[config.mk]
export PLATFORM = sky130hd
export DESIGN_NAME = uart_rx
export DESIGN_NICKNAME = d
export VERILOG_FILES = /design/src/rtl/uart_rx.sv
export SDC_FILE = /design/constraint.sdc
export NUM_CORES = 1
export LEC_CHECK = 0
export ABC_AREA = 1
export CAP_MARGIN = 20
export CORE_ASPECT_RATIO = 1.5
export CORE_MARGIN = 3
export CORE_UTILIZATION = 51
export CTS_CLUSTER_SIZE = 14
export DETAILED_ROUTE_END_ITERATION = 10
export PLACE_DENSITY = 0.75
export SLEW_MARGIN = 10
export SYNTH_ARGS = -nofsm -noshare
export SYNTH_HDL_FRONTEND = slang
export SYNTH_SLANG_ARGS = --single-unit
[constraint.sdc]
create_clock -name clock -period 1.55 [get_ports clock]
set_input_delay 0.31 -clock clock [delete_from_list [all_inputs] [get_ports clock]]
set_output_delay 0.31 -clock clock [all_outputs]
set_load 0.005 [all_outputs]
[src/rtl/uart_rx.sv]
// UART receiver: 16x oversampled, DBIT data bits, LSB first, SB_TICK stop ticks.
// Define UART_RX_PARITY_EN to insert an even-parity bit and the o_parity_err output.
module uart_rx #(
  parameter int DBIT    = 8,
  parameter int SB_TICK = 16
) (
  input  logic            clock,
  input  logic            reset,
  input  logic            i_tick,
  input  logic            i_rx,
  output logic [DBIT-1:0] o_dout,
  output logic            o_rx_done,
  output logic            o_frame_err
`ifdef UART_RX_PARITY_EN
  ,
  output logic            o_parity_err
`endif
);

  localparam int SW = (SB_TICK > 16) ? 5 : 4;
  localparam int NW = (DBIT > 1) ? $clog2(DBIT) : 1;

  localparam logic [SW-1:0] S_MID  = SW'(7);
  localparam logic [SW-1:0] S_BIT  = SW'(15);
  localparam logic [SW-1:0] S_STOP = SW'(SB_TICK - 1);
  localparam logic [NW-1:0] N_LAST = NW'(DBIT - 1);

`ifdef UART_RX_PARITY_EN
  typedef enum logic [2:0] {IDLE, START, DATA, PARITY, STOP} state_t;
`else
  typedef enum logic [2:0] {IDLE, START, DATA, STOP} state_t;
`endif

  state_t          state;
  logic [SW-1:0]   s;
  logic [NW-1:0]   n;
  logic [DBIT-1:0] b;
  logic            rx_q1;
  logic            rx_s;
`ifdef UART_RX_PARITY_EN
  logic            par_ok;
`endif

  // NOTE: synchronizer flops reset to 1 so a reset release never looks like a start edge.
  always_ff @(posedge clock or negedge reset) begin
    if (!reset) begin
      rx_q1 <= 1'b1;
      rx_s  <= 1'b1;
    end else begin
      rx_q1 <= i_rx;
      rx_s  <= rx_q1;
    end
  end

  // NOTE: all state uses non-blocking assignment so every branch sees pre-edge values.
  always_ff @(posedge clock or negedge reset) begin
    if (!reset) begin
      state       <= IDLE;
      s           <= '0;
      n           <= '0;
      b           <= '0;
      o_dout      <= '0;
      o_rx_done   <= 1'b0;
      o_frame_err <= 1'b0;
`ifdef UART_RX_PARITY_EN
      o_parity_err <= 1'b0;
      par_ok       <= 1'b1;
`endif
    end else begin
      o_rx_done   <= 1'b0;
      o_frame_err <= 1'b0;
`ifdef UART_RX_PARITY_EN
      o_parity_err <= 1'b0;
`endif
      case (state)
        IDLE: begin
          if (!rx_s) begin
            state <= START;
            s     <= '0;
          end
        end

        START: begin
          if (i_tick) begin
            if (s == S_MID) begin
              if (!rx_s) begin
                state <= DATA;
                s     <= '0;
                n     <= '0;
              end else begin
                state <= IDLE;
              end
            end else begin
              s <= s + 1'b1;
            end
          end
        end

        DATA: begin
          if (i_tick) begin
            if (s == S_BIT) begin
              s <= '0;
              b <= {rx_s, b[DBIT-1:1]};
              if (n == N_LAST) begin
`ifdef UART_RX_PARITY_EN
                state <= PARITY;
`else
                state <= STOP;
`endif
              end else begin
                n <= n + 1'b1;
              end
            end else begin
              s <= s + 1'b1;
            end
          end
        end

`ifdef UART_RX_PARITY_EN
        PARITY: begin
          if (i_tick) begin
            if (s == S_BIT) begin
              s      <= '0;
              par_ok <= ~^{b, rx_s};
              state  <= STOP;
            end else begin
              s <= s + 1'b1;
            end
          end
        end
`endif

        STOP: begin
          if (i_tick) begin
            if (s == S_STOP) begin
              state <= IDLE;
              if (!rx_s) begin
                o_frame_err <= 1'b1;
`ifdef UART_RX_PARITY_EN
              end else if (!par_ok) begin
                o_parity_err <= 1'b1;
`endif
              end else begin
                o_dout    <= b;
                o_rx_done <= 1'b1;
              end
            end else begin
              s <= s + 1'b1;
            end
          end
        end

        default: state <= IDLE;
      endcase
    end
  end

endmodule

# Word level (Yosys, flattened, before mapping)
# Index checks and enable logic that the tools add are counted.
# Widths: inputs -> output; s select.
[word_totals]
ff_bits = 30
elab_cells = 69
[op_classes]
add_sub_neg = 2
eq_ne = 17
n_mux = 33
reduce_logical = 8
[ops]
columns = ["cell", "count"]
rows = [
  ["$mux 3", 14],
  ["$mux 4", 7],
  ["$ne 2x2->1 const B", 11],
  ["$pmux 4 s4", 1],
  ["$pmux 3 s4", 1],
  ["$mux 1", 8],
  ["$reduce_and 8->1", 1],
  ["$reduce_and 7->1", 1],
  ["$eq 3x2->1 const B", 2],
  ["$pmux 3 s2", 1],
  ["$reduce_and 5->1", 1],
  ["$add 4x1->4 const B", 1],
  ["$eq 4x3->1 const B", 1],
  ["$eq 4x4->1 const B", 1],
  ["$reduce_and 4->1", 1],
  ["$reduce_bool 4->1", 1],
  ["$add 3x1->3 const B", 1],
  ["$eq 3x1->1 const B", 1],
  ["$eq 3x3->1 const B", 1],
  ["$logic_not 3->1", 1],
  ["$reduce_and 3->1", 1],
  ["$mux 2", 1],
  ["$reduce_bool 2->1", 1],
]

# Logic depth before layout (Yosys ltp)
# Gate-level depths: netlist of run 1.
[depth]
ltp_word = 5
mapped_depth = 10

# Worst setup path before layout of run 1
# No wires, ideal clock.
[synth_path]
path_type = "flip-flop to flip-flop"
start = "reg state[0]"
end = "reg n[0]"
setup_ns = 0.117
arrival_ns = 1.412
required_time_ns = 1.433
slack_ns = 0.021
path_stages_with_launch = 11
path_buffers = 1
period_less_slack_ns = 1.529
path_cell_list = "dfrtp_1 -> inv_1 -> ha_1 -> buf_2 -> inv_1 -> nand2_1 -> nand3_1 -> nor2_1 -> nand3_1 -> nand2_1 -> nand2_1"
[synth_between]
elab_chain_len = 3
[synth_lines]
columns = ["element", "line_no", "text"]
rows = [
  ["from (decl)", "34", "state_t state;"],
  ["from (signal assigned)", "58", "state <= IDLE;"],
  ["from (signal assigned)", "78", "state <= START;"],
  ["from (signal assigned)", "87", "state <= DATA;"],
  ["$eq 3x2->1 or $eq 3x1->1 (tied branches)", "75", "case (state)"],
  ["$ne 2x2->1 (no source line) or $reduce_bool 2->1 (tied branches)", "n/a", ""],
  ["$reduce_and 7->1 (no source line)", "n/a", ""],
  ["to (signal assigned)", "111", "n <= n + 1'b1;"],
  ["to (decl)", "36", "logic [NW-1:0] n;"],
]
# Parallel ways exist; a longest one is shown, timed or not.
# A chain may end at the register's enable or synchronous reset.

# Final worst setup path of run 1
[layout_path]
start = "reg state[1]"
end = "reg s[3]"
[layout_between]
elab_chain_len = 3
[layout_lines]
columns = ["element", "line_no", "text"]
rows = [
  ["$eq 3x2->1, or another cell as far along", "75", ""],
  ["$reduce_bool 4->1 (no source line) or $ne 2x2->1 (tied branches)", "n/a", ""],
  ["$reduce_and 5->1 (no source line)", "n/a", ""],
  ["to (signal assigned)", "94", "s <= s + 1'b1;"],
  ["to (signal assigned)", "114", "s <= s + 1'b1;"],
  ["to (signal assigned)", "148", "s <= s + 1'b1;"],
  ["to (decl)", "35", "logic [SW-1:0] s;"],
]
# Parallel ways exist; a longest one is shown, timed or not.

==> results of run 1 <==
worst max-delay path, cell delays in order, from the launching register on:
cell     delay (ps)
dfrtp_2         450
inv_2            80
ha_2            230
nor2_1           80
a21oi_2         170
nor2_2           70
buf_4           140
nand3_1          80
nand2_1          50
cell type report:
type | instances | area (um2)
multi-input cells | 126 | 773.2
fillers | 200 | 772.0
flip-flops and latches | 29 | 730.7
repair buffers | 30 | 274.0
clock buffers | 6 | 82.58
inverters | 20 | 75.07
well taps | 37 | 46.29
clock inverters | 2 | 37.54
layout by cell type (no fill, tap or decap), types with 3 or more instances in the layout:
cell / n
nand2_1: 54
dfrtp_1: 25
inv_1: 17
o21ai_2: 15
buf_4: 15
nor2_1: 13
clkdlybuf4s50_1: 13
nand3_1: 9
nand4_1: 8
clkbuf_8: 6
ha_1: 5
inv_2: 3
power groups by stage:
stage          clock network, mW  registers (mW)  logic, mW
6_report                   0.815           0.916       1.02
5_1_grt                    0.871           0.925       1.14
4_1_cts                    0.835           0.899      0.898
3_5_place_dp                   0           0.910      0.889
3_3_place_gp                   0           0.906      0.863
2_1_floorplan                  0           0.902      0.543
layer usage:
metal | up-vias | track usage [%]
met5 | - | 0
met4 | 0 | 10.18
met3 | 6 | 5.274
met2 | 38 | 30.85
met1 | 599 | 21.38
li1 | 644 | -
cell families after synthesis:
| family | Yosys count | synth area share (%) |
|---|---|---|
| AO/OA/AOI/OAI | 22 | 11.52 |
| adder cells (fa/ha/maj) | 9 | 7.299 |
| buffers and inverters | 23 | 6.650 |
| flip-flops | 29 | 47.20 |
| AND/OR/NAND/NOR | 94 | 27.33 |
through the flow:
step	area, um2	cells
after floorplan	1543	177
after global placement	1817	239
after detailed placement	1817	239
after CTS	1939	247
after global routing	2019	250
final	2019	250
registers in the layout, summed over array words and instances (netlist names):
signal       flops
o_frame_err      1
o_dout           8
state            2
o_rx_done        1
rx_q1            1
rx_s             1
b                8
s                4
n                3
worst paths after layout:
check	end	slack [ps]	cells after the start
worst max register to register	s[3]$_DFFE_PN0P_	80	8
worst min register to register	rx_s$_DFF_PN1_	360	0
worst max-delay path	s[3]$_DFFE_PN0P_	80	8
max in group asynchronous	rx_s$_DFF_PN1_	940	2
worst min-delay path	rx_s$_DFF_PN1_	360	0
min in group asynchronous	b[3]$_DFFE_PN0P_	380	2
repair_timing:
item / CTS / global route
cloned: 0 / 1
hold buffers: 0 / 0
resized for setup: 1 / 17
setup endpoints to repair: 2 / 26
setup buffers: 0 / 3
pin swaps: 0 / 5
endpoints found under the hold margin: 0 / 0
==> results.tsv, run 1 <==
stage	metric	value	unit
status	status	finished, final reports clean	
floorplanning	core area	0.002791	mm2
sta	final worst slack	81.49	ps
routing	DR vias/cell	5.148	
placed_design	IO Port Bufs	13	
power	sequential share of power	33.3	%
clocking	CTS root buffer	clkbuf_8	
sta	fmax	681.0	MHz
sta	Worst-Margin Slew	313.1	ps
floorplanning	# rows	23	
yosys	ys async rst share	100.0	%
routing	M1 WL	1260	um
yosys	synth unique cells	19	
placed_design	Placement Setup Slack	-48.93	ps
floorplanning	die width	50.91	um
routing	drt drc	0	
placed_design	detailed placer's ending HPWL	2131	um
yosys	sequential fraction of the synthesis area	47.20	%
power	Clk pwr share	29.6	%
routing	total wire length after detailed routing	3172	um
grt	largest net degree at the start of global routing	30	
routing	top layer used by detailed routing	met4	
setup_path	CP max FO	6	
setup_path	Setup crit start	state[1]$_DFFE_PN0P_	
clocking	maximum clock insertion buffer count	2	
grt	vias in the first global route	1192	
power	VDD IR max	1.036	mV
power	Switching Share	34.20	%
sta	post-layout min period	1469	ps
yosys	Cell Area, Synth	0.001543	mm2
floorplanning	Die H	73.36	um
setup_path	worst flop-to-flop path startpoint	state[1]$_DFFE_PN0P_	
clocking	CTS tree	built	
yosys	top_reg_cell synth	dfrtp_1	
sta	Final Skew	5.545	ps
hold_path	Min-Delay Path Class	flip-flop to flip-flop	
yosys	Mapped Cells	177	
power	Gate power share	37.1	%
grt	antenna violations before repair	0	
sta	fin. max-slew vios	0	
floorplanning	Die Area	0.003734	mm2
hold_path	hold_sp	rx_q1$_DFF_PN1_	
routing	Via Count	1287	
floorplanning	IO Count	14	
setup_path	Worst Setup End Kind	flip-flop	
yosys	flip-flop and latch count after synthesis	29	
yosys	Synth area leaders	dfrtp_1 (44%), nand2_1 (13%), o21ai_2 (8.5%), ha_1 (7.3%), inv_1 (4.9%)	
yosys	dominant cell type by area after synthesis	dfrtp_1	
setup_path	Data arrival, critical path	1650	ps
yosys	number of flops mapped to enable cells by yosys	0	
clocking	H-Tree Depth	2	
yosys	Yosys warning total	0	
routing	wire length per cell	12.69	um
sta	Hold Fails Final Rpt	0	
clocking	Worst-Skew Late Latency	280	ps
layout	Final nets	225	
floorplanning	Initial Utilization	55.27	%
layout	layout cell share with drive strength beyond 1	29.11	%
power	Pwr Density	1363	mW/mm2
yosys	Mapped Nets	190	
layout	Ant. Diodes	0	
routing	Pre-Repair DR Iteration Count	4	
setup_path	Setup CP Type	flip-flop to flip-flop	
grt	Total GRT Usage	18.61	%
grt	GR Overflow Total	0	
power	total power	2.752	mW
yosys	count leader, synth	nand2_1	
clocking	clock slew at reported path FFs	60	ps
power	Sw Pwr	0.9412	mW
layout	fin util	72.34	%
routing	metal2 WL	1672	um
sta	WHS	358.6	ps
routing	routed wl met3	168	um
clocking	number of clock sinks	29	
job	Max Cap Viol	0	
routing	1st-iter DRT viols	40	
power	Int Pwr	1.811	mW
setup_path	Critical Path Start Type	flip-flop	
yosys	average size of a mapped cell	8.716	um2
clocking	Num CTS Buffers	5	
sta	part of the cycle the worst path needs	94.74	%
power	Leak Pwr	0.9849	nW
grt	first-pass GRT wire length	5106	um
layout	Area Overhead vs Synth	30.90	%
setup_path	CP required	1730	ps
sta	final setup fails	0	
yosys	commonest cells in the netlist	nand2_1 (54), dfrtp_1 (27), inv_1 (20), nor2_1 (15), o21ai_2 (15)	
yosys	proportion of netlist area held by the largest area contributor	43.80	%
placed_design	GP Congestion	0.8879	
sta	Setup TNS	0	ps
sta	RSZ-0062 raised after global routing	no	
routing	final antenna-violating net count	0	
sta	Max-slew headroom	78.91	%
Power figures use the tool's default switching activity.
==> run 2: changes to the inputs <==
--- a/config.mk
+++ b/config.mk
@@ -6,13 +6,15 @@
 export NUM_CORES = 1
 export LEC_CHECK = 0
 export ABC_AREA = 1
-export CAP_MARGIN = 20
+export CAP_MARGIN = 40
+export CELL_PAD_IN_SITES_DETAIL_PLACEMENT = 0
+export CELL_PAD_IN_SITES_GLOBAL_PLACEMENT = 1
 export CORE_ASPECT_RATIO = 1.5
 export CORE_MARGIN = 3
-export CORE_UTILIZATION = 51
+export CORE_UTILIZATION = 39
 export CTS_CLUSTER_SIZE = 14
 export DETAILED_ROUTE_END_ITERATION = 10
-export PLACE_DENSITY = 0.75
+export PLACE_DENSITY_LB_ADDON = 0.1
 export SLEW_MARGIN = 10
 export SYNTH_ARGS = -nofsm -noshare
 export SYNTH_HDL_FRONTEND = slang
==> results.tsv, run 2 (synthesized netlist as in run 1, its figures left out) <==
stage	metric	value	unit	change
setup_path	CP required	1710	ps	-20 ps
setup_path	Data arrival, critical path	1680	ps	+30 ps
hold_path	Hold Path Stages	0		unchanged
routing	1st-iter DRT viols	42		+5.0%
setup_path	Worst Setup End Kind	flip-flop		
setup_path	CP max FO	5		-1
sta	fin. max-slew vios	0		unchanged
setup_path	CP dominant cell by count	nand2_1		
routing	drt drc	0		unchanged
grt	vias in the first global route	1262		+5.9%
setup_path	r2r endpoint	state[1]$_DFFE_PN0P_		
routing	Via Count	1277		-0.78%
hold_path	hold_sp	rx_q1$_DFF_PN1_		
setup_path	R2R Setup Slk	40	ps	-40 ps
clocking	Worst-Skew Late Latency	280	ps	about the same
layout	fin util	54.96	%	-17 points
power	Sw Pwr	0.9813	mW	+4.3%
setup_path	slowest cell on the critical path	dfrtp_1		
layout	layout cell share with drive strength beyond 1	32.73	%	+3.6 points
setup_path	worst reg-to-reg path cell count	9		+1
routing	wire length per cell	12.95	um	+2.0%
floorplanning	core area	0.003750	mm2	+34%
placed_design	detailed placer's ending HPWL	2433	um	+14%
placed_design	GP Congestion	0.7602		-14%
grt	antenna violations before repair	0		unchanged
sta	part of the cycle the worst path needs	97.54	%	+2.8 points
power	sequential share of power	33.7	%	+0.4 points
grt	first-pass GRT wire length	5478	um	+7.3%
power	Switching Share	36.69	%	+2.5 points
placed_design	IO Port Bufs	13		unchanged
sta	Worst-Margin Slew	264.2	ps	-48.91 ps
hold_path	Min-Delay Path Class	flip-flop to flip-flop		
floorplanning	Die H	83.03	um	+13%
sta	Setup TNS	0	ps	unchanged
routing	total wire length after detailed routing	3405	um	+7.3%
floorplanning	# rows	27		+17%
placed_design	Placement Setup Slack	-92.63	ps	-43.70 ps
clocking	Num CTS Buffers	5		unchanged
clocking	maximum clock insertion buffer count	2		unchanged
layout	Area Overhead vs Synth	33.58	%	
sta	fmax	661.5	MHz	-2.9%
power	VDD IR max	0.8333	mV	-20%
floorplanning	IO Count	14		unchanged
sta	Hold Fails Final Rpt	0		unchanged
floorplanning	die width	57.36	um	+13%
layout	largest registers	b (8), o_dout (8), s (4)		
floorplanning	Die Area	0.004762	mm2	+28%
grt	largest net degree at the start of global routing	22		-27%
power	Pwr Density	1298	mW/mm2	-4.7%
power	Leak Pwr	1.007	nW	+2.3%
floorplanning	Initial Utilization	41.14	%	-14 points
clocking	Hold Buf Count CTS	0		unchanged
sta	final worst slack	38.18	ps	-43.31 ps
routing	DR vias/cell	4.856		-5.7%
job	Max Cap Viol	0		unchanged
clocking	number of clock sinks	29		unchanged
sta	Max-slew headroom	82.39	%	+3.5 points
setup_path	worst flop-to-flop path startpoint	state[0]$_DFFE_PN0P_		
power	Gate power share	44.2	%	+7.1 points
hold_path	Hold EP	rx_s$_DFF_PN1_		
clocking	clock slew at reported path FFs	60	ps	about the same
layout	commonest non-fill, non-tap cell in the layout	nand2_1		
clocking	H-Tree Depth	2		unchanged
grt	GR Overflow Total	0		unchanged
sta	final setup fails	0		unchanged
power	Int Pwr	1.693	mW	-6.5%
setup_path	Critical Path Start Type	flip-flop		
routing	final antenna-violating net count	0		unchanged
layout	Ant. Diodes	0		unchanged
grt	Total GRT Usage	14.78	%	-3.8 points
layout	most frequent cells in the layout	nand2_1 (54), dfrtp_1 (26), buf_4 (23)		
status	status	finished, final reports clean		
sta	post-layout min period	1512	ps	+43.31 ps
setup_path	worst-path cell chain	inv_2 > buf_4 > ha_2 > nand2_1 > o21ai_2 > nor2_2 > nand3_1 > nand2_1 > nand2_1		
power	Clk pwr share	22.2	%	-7.4 points
setup_path	CP peak stage delay	420	ps	-30 ps
setup_path	Setup crit start	state[0]$_DFFE_PN0P_		
routing	Pre-Repair DR Iteration Count	4		unchanged
layout	Final nets	232		+3.1%
clocking	CTS root buffer	clkbuf_8		
sta	Final Skew	3.918	ps	-1.627 ps
clocking	CTS tree	built		
setup_path	Setup CP Type	flip-flop to flip-flop		
## run 2: cell types whose count changed in the layout (fill, tap and decap cells not counted), sizes merged
cell / delta
bufinv: -1
buf: +7
clkinvlp: -1
clkinv: +2
## run 2: per-stage QoR
stage          power (mW)  instance area (um2)  hold slack, ps  cells
2_1_floorplan       1.445                 1543           14.41    177
3_3_place_gp        1.823                 1849           348.8    250
3_5_place_dp        1.863                 1849           348.5    250
4_1_cts             2.465                 1934           358.1    258
5_1_grt             2.877                 2061           363.2    263
6_report            2.675                 2061           352.8    263
## run 2: worst max path at each step
stage / to / slack, ps
after global routing: state[1]$_DFFE_PN0P_ / -90
after floorplan: n[0]$_DFFE_PN0P_ / 20
after CTS: s[3]$_DFFE_PN0P_ / 9
after detailed placement: b[3]$_DFFE_PN0P_ / -90
after global placement: b[7]$_DFFE_PN0P_ / -50
final: state[1]$_DFFE_PN0P_ / 40
## run 2: critical path, delay by kind of cell (launching register included)
| family | cells | cell delay (ps) |
|---|---|---|
| flops | 1 | 420 |
| fa+ha+maj | 1 | 180 |
| simple gates | 5 | 510 |
| compound gates | 1 | 70 |
| buf+inv | 2 | 230 |
## run 2: cell type report
cell class                      count  area (um2)
Clock buffer                        6       72.57
Clock inverter                      2       10.01
Fill cell                         349        1689
Inverter                           20       75.07
Multi-Input combinational cell    126       805.8
Sequential cell                    29       729.5
Tap cell                           43       53.80
Timing Repair Buffer               37       314.1
## run 2: routing by layer
layer | global-route usage, % | vias up | part of all wire (%)
met5 | 0 | - | 0
met3 | 3.733 | 6 | 2.6
li1 | - | 653 | -
met1 | 15.28 | 599 | 39
met4 | 6.962 | 0 | 1.9
met2 | 26.65 | 19 | 56
## run 2: power by group through the flow
stage	clock [mW]	sequential, mW	combinational, mW
floorplan	0	0.902	0.543
global placement	0	0.903	0.920
detailed placement	0	0.907	0.956
CTS	0.610	0.896	0.960
global route	0.643	0.908	1.33
finish	0.593	0.900	1.18
## run 2: repair_timing
| action | in CTS | in global routing |
|---|---|---|
| pin swaps | 0 | 7 |
| setup buffers | 0 | 4 |
| resized for setup | 1 | 23 |
| gates cloned | 0 | 1 |
| endpoints found under the setup margin | 6 | 25 |
==> run 3: changes to the inputs <==
--- a/config.mk
+++ b/config.mk
@@ -11,10 +11,12 @@
 export CELL_PAD_IN_SITES_GLOBAL_PLACEMENT = 1
 export CORE_ASPECT_RATIO = 1.5
 export CORE_MARGIN = 3
-export CORE_UTILIZATION = 39
+export CORE_UTILIZATION = 40
+export CTS_BUF_LIST = sky130_fd_sc_hd__clkbuf_4
 export CTS_CLUSTER_SIZE = 14
 export DETAILED_ROUTE_END_ITERATION = 10
 export PLACE_DENSITY_LB_ADDON = 0.1
+export SKIP_LAST_GASP = 1
 export SLEW_MARGIN = 10
 export SYNTH_ARGS = -nofsm -noshare
 export SYNTH_HDL_FRONTEND = slang
==> results.tsv, run 3 (synthesized netlist as in run 1, its figures left out) <==
stage	metric	value	unit	change
sta	Worst-Margin Slew	371.4	ps	+107.2 ps
placed_design	IO Port Bufs	13		unchanged
clocking	clock slew at reported path FFs	100	ps	+40 ps
layout	largest registers	b (8), o_dout (8), s (4)		
grt	grt met3 use	3.302	%	-0.43 points
placed_design	GP Congestion	0.8173		+7.5%
routing	Pre-Repair DR Iteration Count	4		unchanged
grt	largest net degree at the start of global routing	30		+36%
grt	Total GRT Usage	15.77	%	+1.0 points
setup_path	CP required	1240	ps	-470 ps
floorplanning	IO Count	14		unchanged
setup_path	family with the most delay on the worst path	buffers and inverters		
setup_path	worst-path cell chain	clkdlybuf4s50_1		
layout	layout cell share with drive strength beyond 1	33.64	%	+0.91 points
sta	RSZ-0062 raised after global routing	yes		
clocking	CTS root buffer	clkbuf_4		
power	VDD IR max	0.8522	mV	+2.3%
sta	Max-slew headroom	75.24	%	-7.1 points
clocking	Hold Buf Count CTS	0		unchanged
sta	part of the cycle the worst path needs	96.24	%	-1.3 points
grt	vias in the first global route	1323		+4.8%
sta	Final Skew	6.370	ps	+2.452 ps
job	Max Cap Viol	0		unchanged
setup_path	Worst Setup End Kind	output pin		
layout	Layout fillers	340		-2.6%
grt	grt peak-use layer	met2		
status	status	finished, final reports clean		
layout	Ant. Diodes	0		unchanged
routing	wire length per cell	13.16	um	+1.7%
sta	WHS	349.8	ps	-3.012 ps
setup_path	worst reg-to-reg path cell count	8		-1
hold_path	Min-Delay Path Class	input port to async pin		
setup_path	CP max FO	2		-3
placed_design	dpl cells	246		-1.6%
layout	Area Overhead vs Synth	33.50	%	about the same
sta	final setup fails	0		unchanged
sta	Hold Fails Final Rpt	0		unchanged
layout	design area	0.002059	mm2	about the same
clocking	H-Tree Depth	2		unchanged
clocking	number of clock sinks	29		unchanged
grt	antenna violations before repair	0		unchanged
layout	commonest non-fill, non-tap cell in the layout	nand2_1		
placed_design	detailed placer's ending HPWL	2399	um	-1.4%
routing	total wire length after detailed routing	3462	um	+1.7%
floorplanning	core area	0.003682	mm2	-1.8%
clocking	maximum clock insertion buffer count	2		unchanged
setup_path	number of cells on the critical path	1		-8
layout	post-route insts no fill	263		unchanged
power	Leak Pwr	1.043	nW	+3.6%
layout	most frequent cells in the layout	nand2_1 (54), dfrtp_1 (26), buf_4 (21)		
power	Pwr Density	1225	mW/mm2	-5.6%
grt	GR Overflow Total	0		unchanged
setup_path	CP peak stage delay	500	ps	+80 ps
grt	first-pass GRT wire length	5575	um	+1.8%
grt	grt met2 use	30.79	%	+4.1 points
routing	drt drc	0		unchanged
layout	Final nets	232		unchanged
floorplanning	Die H	82.06	um	-1.2%
setup_path	slowest cell on the critical path	clkdlybuf4s50_1		
routing	final antenna-violating net count	0		unchanged
power	total power	2.523	mW	-5.7%
setup_path	Critical Path Start Type	flip-flop		
routing	1st-iter DRT viols	30		-29%
clocking	Num CTS Buffers	5		unchanged
placed_design	placed cell areas	0.001832	mm2	-0.95%
sta	post-layout min period	1492	ps	-20.15 ps
clocking	Worst-Skew Late Latency	330	ps	+50 ps
routing	DR vias/cell	4.977		+2.5%
grt	met1 Track Usage GR	15.21	%	-0.068 points
clocking	CTS tree	built		
floorplanning	Initial Utilization	41.90	%	+0.75 points
floorplanning	Die Area	0.004653	mm2	-2.3%
sta	fmax	670.4	MHz	+1.4%
setup_path	Setup CP Type	flip-flop to output pin		
setup_path	Data arrival, critical path	1180	ps	-500 ps
floorplanning	# rows	27		unchanged
routing	Via Count	1309		+2.5%
sta	fin. max-slew vios	0		unchanged
setup_path	Bufs and invs on worst path	1		-1
floorplanning	die width	56.71	um	-1.1%
run 3: changes by cell type in the layout (fill, tap and decap cells not counted), moves of 2 or more:
| cell | previous run | this run |
|---|---|---|
| o21ai_1 | 0 | 2 |
| clkdlybuf4s50_1 | 13 | 10 |
| clkinv_1 | 0 | 2 |
| dlymetal6s2s_1 | 0 | 3 |
| clkbuf_4 | 0 | 5 |
| clkbuf_8 | 5 | 0 |
| buf_4 | 23 | 21 |
run 3: final timing paths:
path	endpoint	slack [ps]	startpoint
setup / recovery	o_dout[3]	60	o_dout[3]$_DFFE_PN0P_
hold / removal	s[3]$_DFFE_PN0P_	350	reset
setup reg to reg	s[3]$_DFFE_PN0P_	80	state[0]$_DFFE_PN0P_
hold reg to reg	rx_s$_DFF_PN1_	370	rx_q1$_DFF_PN1_
max in group asynchronous	rx_s$_DFF_PN1_	890	reset
min in group clock	rx_q1$_DFF_PN1_	370	i_rx
run 3: what timing repair did:
action                     CTS  global route
gates cloned                 0             1
gates resized for setup      5            27
setup endpoints to repair   14            30
pin swaps                    1            12
setup buffers                1             7
run 3: area by class of cell:
class | count | area, um2 | area share (%)
Tap cell | 43 | 53.80 | 2.612
Clock inverter | 3 | 12.51 | 0.6075
Clock buffer | 5 | 37.54 | 1.823
Inverter | 20 | 77.57 | 3.767
Multi-Input combinational cell | 126 | 810.8 | 39.37
Timing Repair Buffer | 37 | 337.8 | 16.40
Sequential cell | 29 | 729.5 | 35.42
run 3: stage by stage:
step	utilization (%)	setup TNS, ps	worst slack, ps
after floorplan	-	0	20.81
after global placement	49.75	-231.6	-50.45
after detailed placement	49.75	-576.0	-122.0
after CTS	51.65	0	1.048
after global routing	55.93	-15.79	-9.793
final	55.93	0	58.33
run 3: report_power, final:
group / internal [mW] / switching (mW)
Sequential: 0.828 / 0.0836
Combinational: 0.527 / 0.643
Clock: 0.164 / 0.278
Total: 1.52 / 1.00
run 3: routing by layer:
metal / wire [um] / share of wire (%)
met5: 0 / 0
met4: 68 / 2.0
met3: 108 / 3.1
met2: 1942 / 56
met1: 1343 / 39
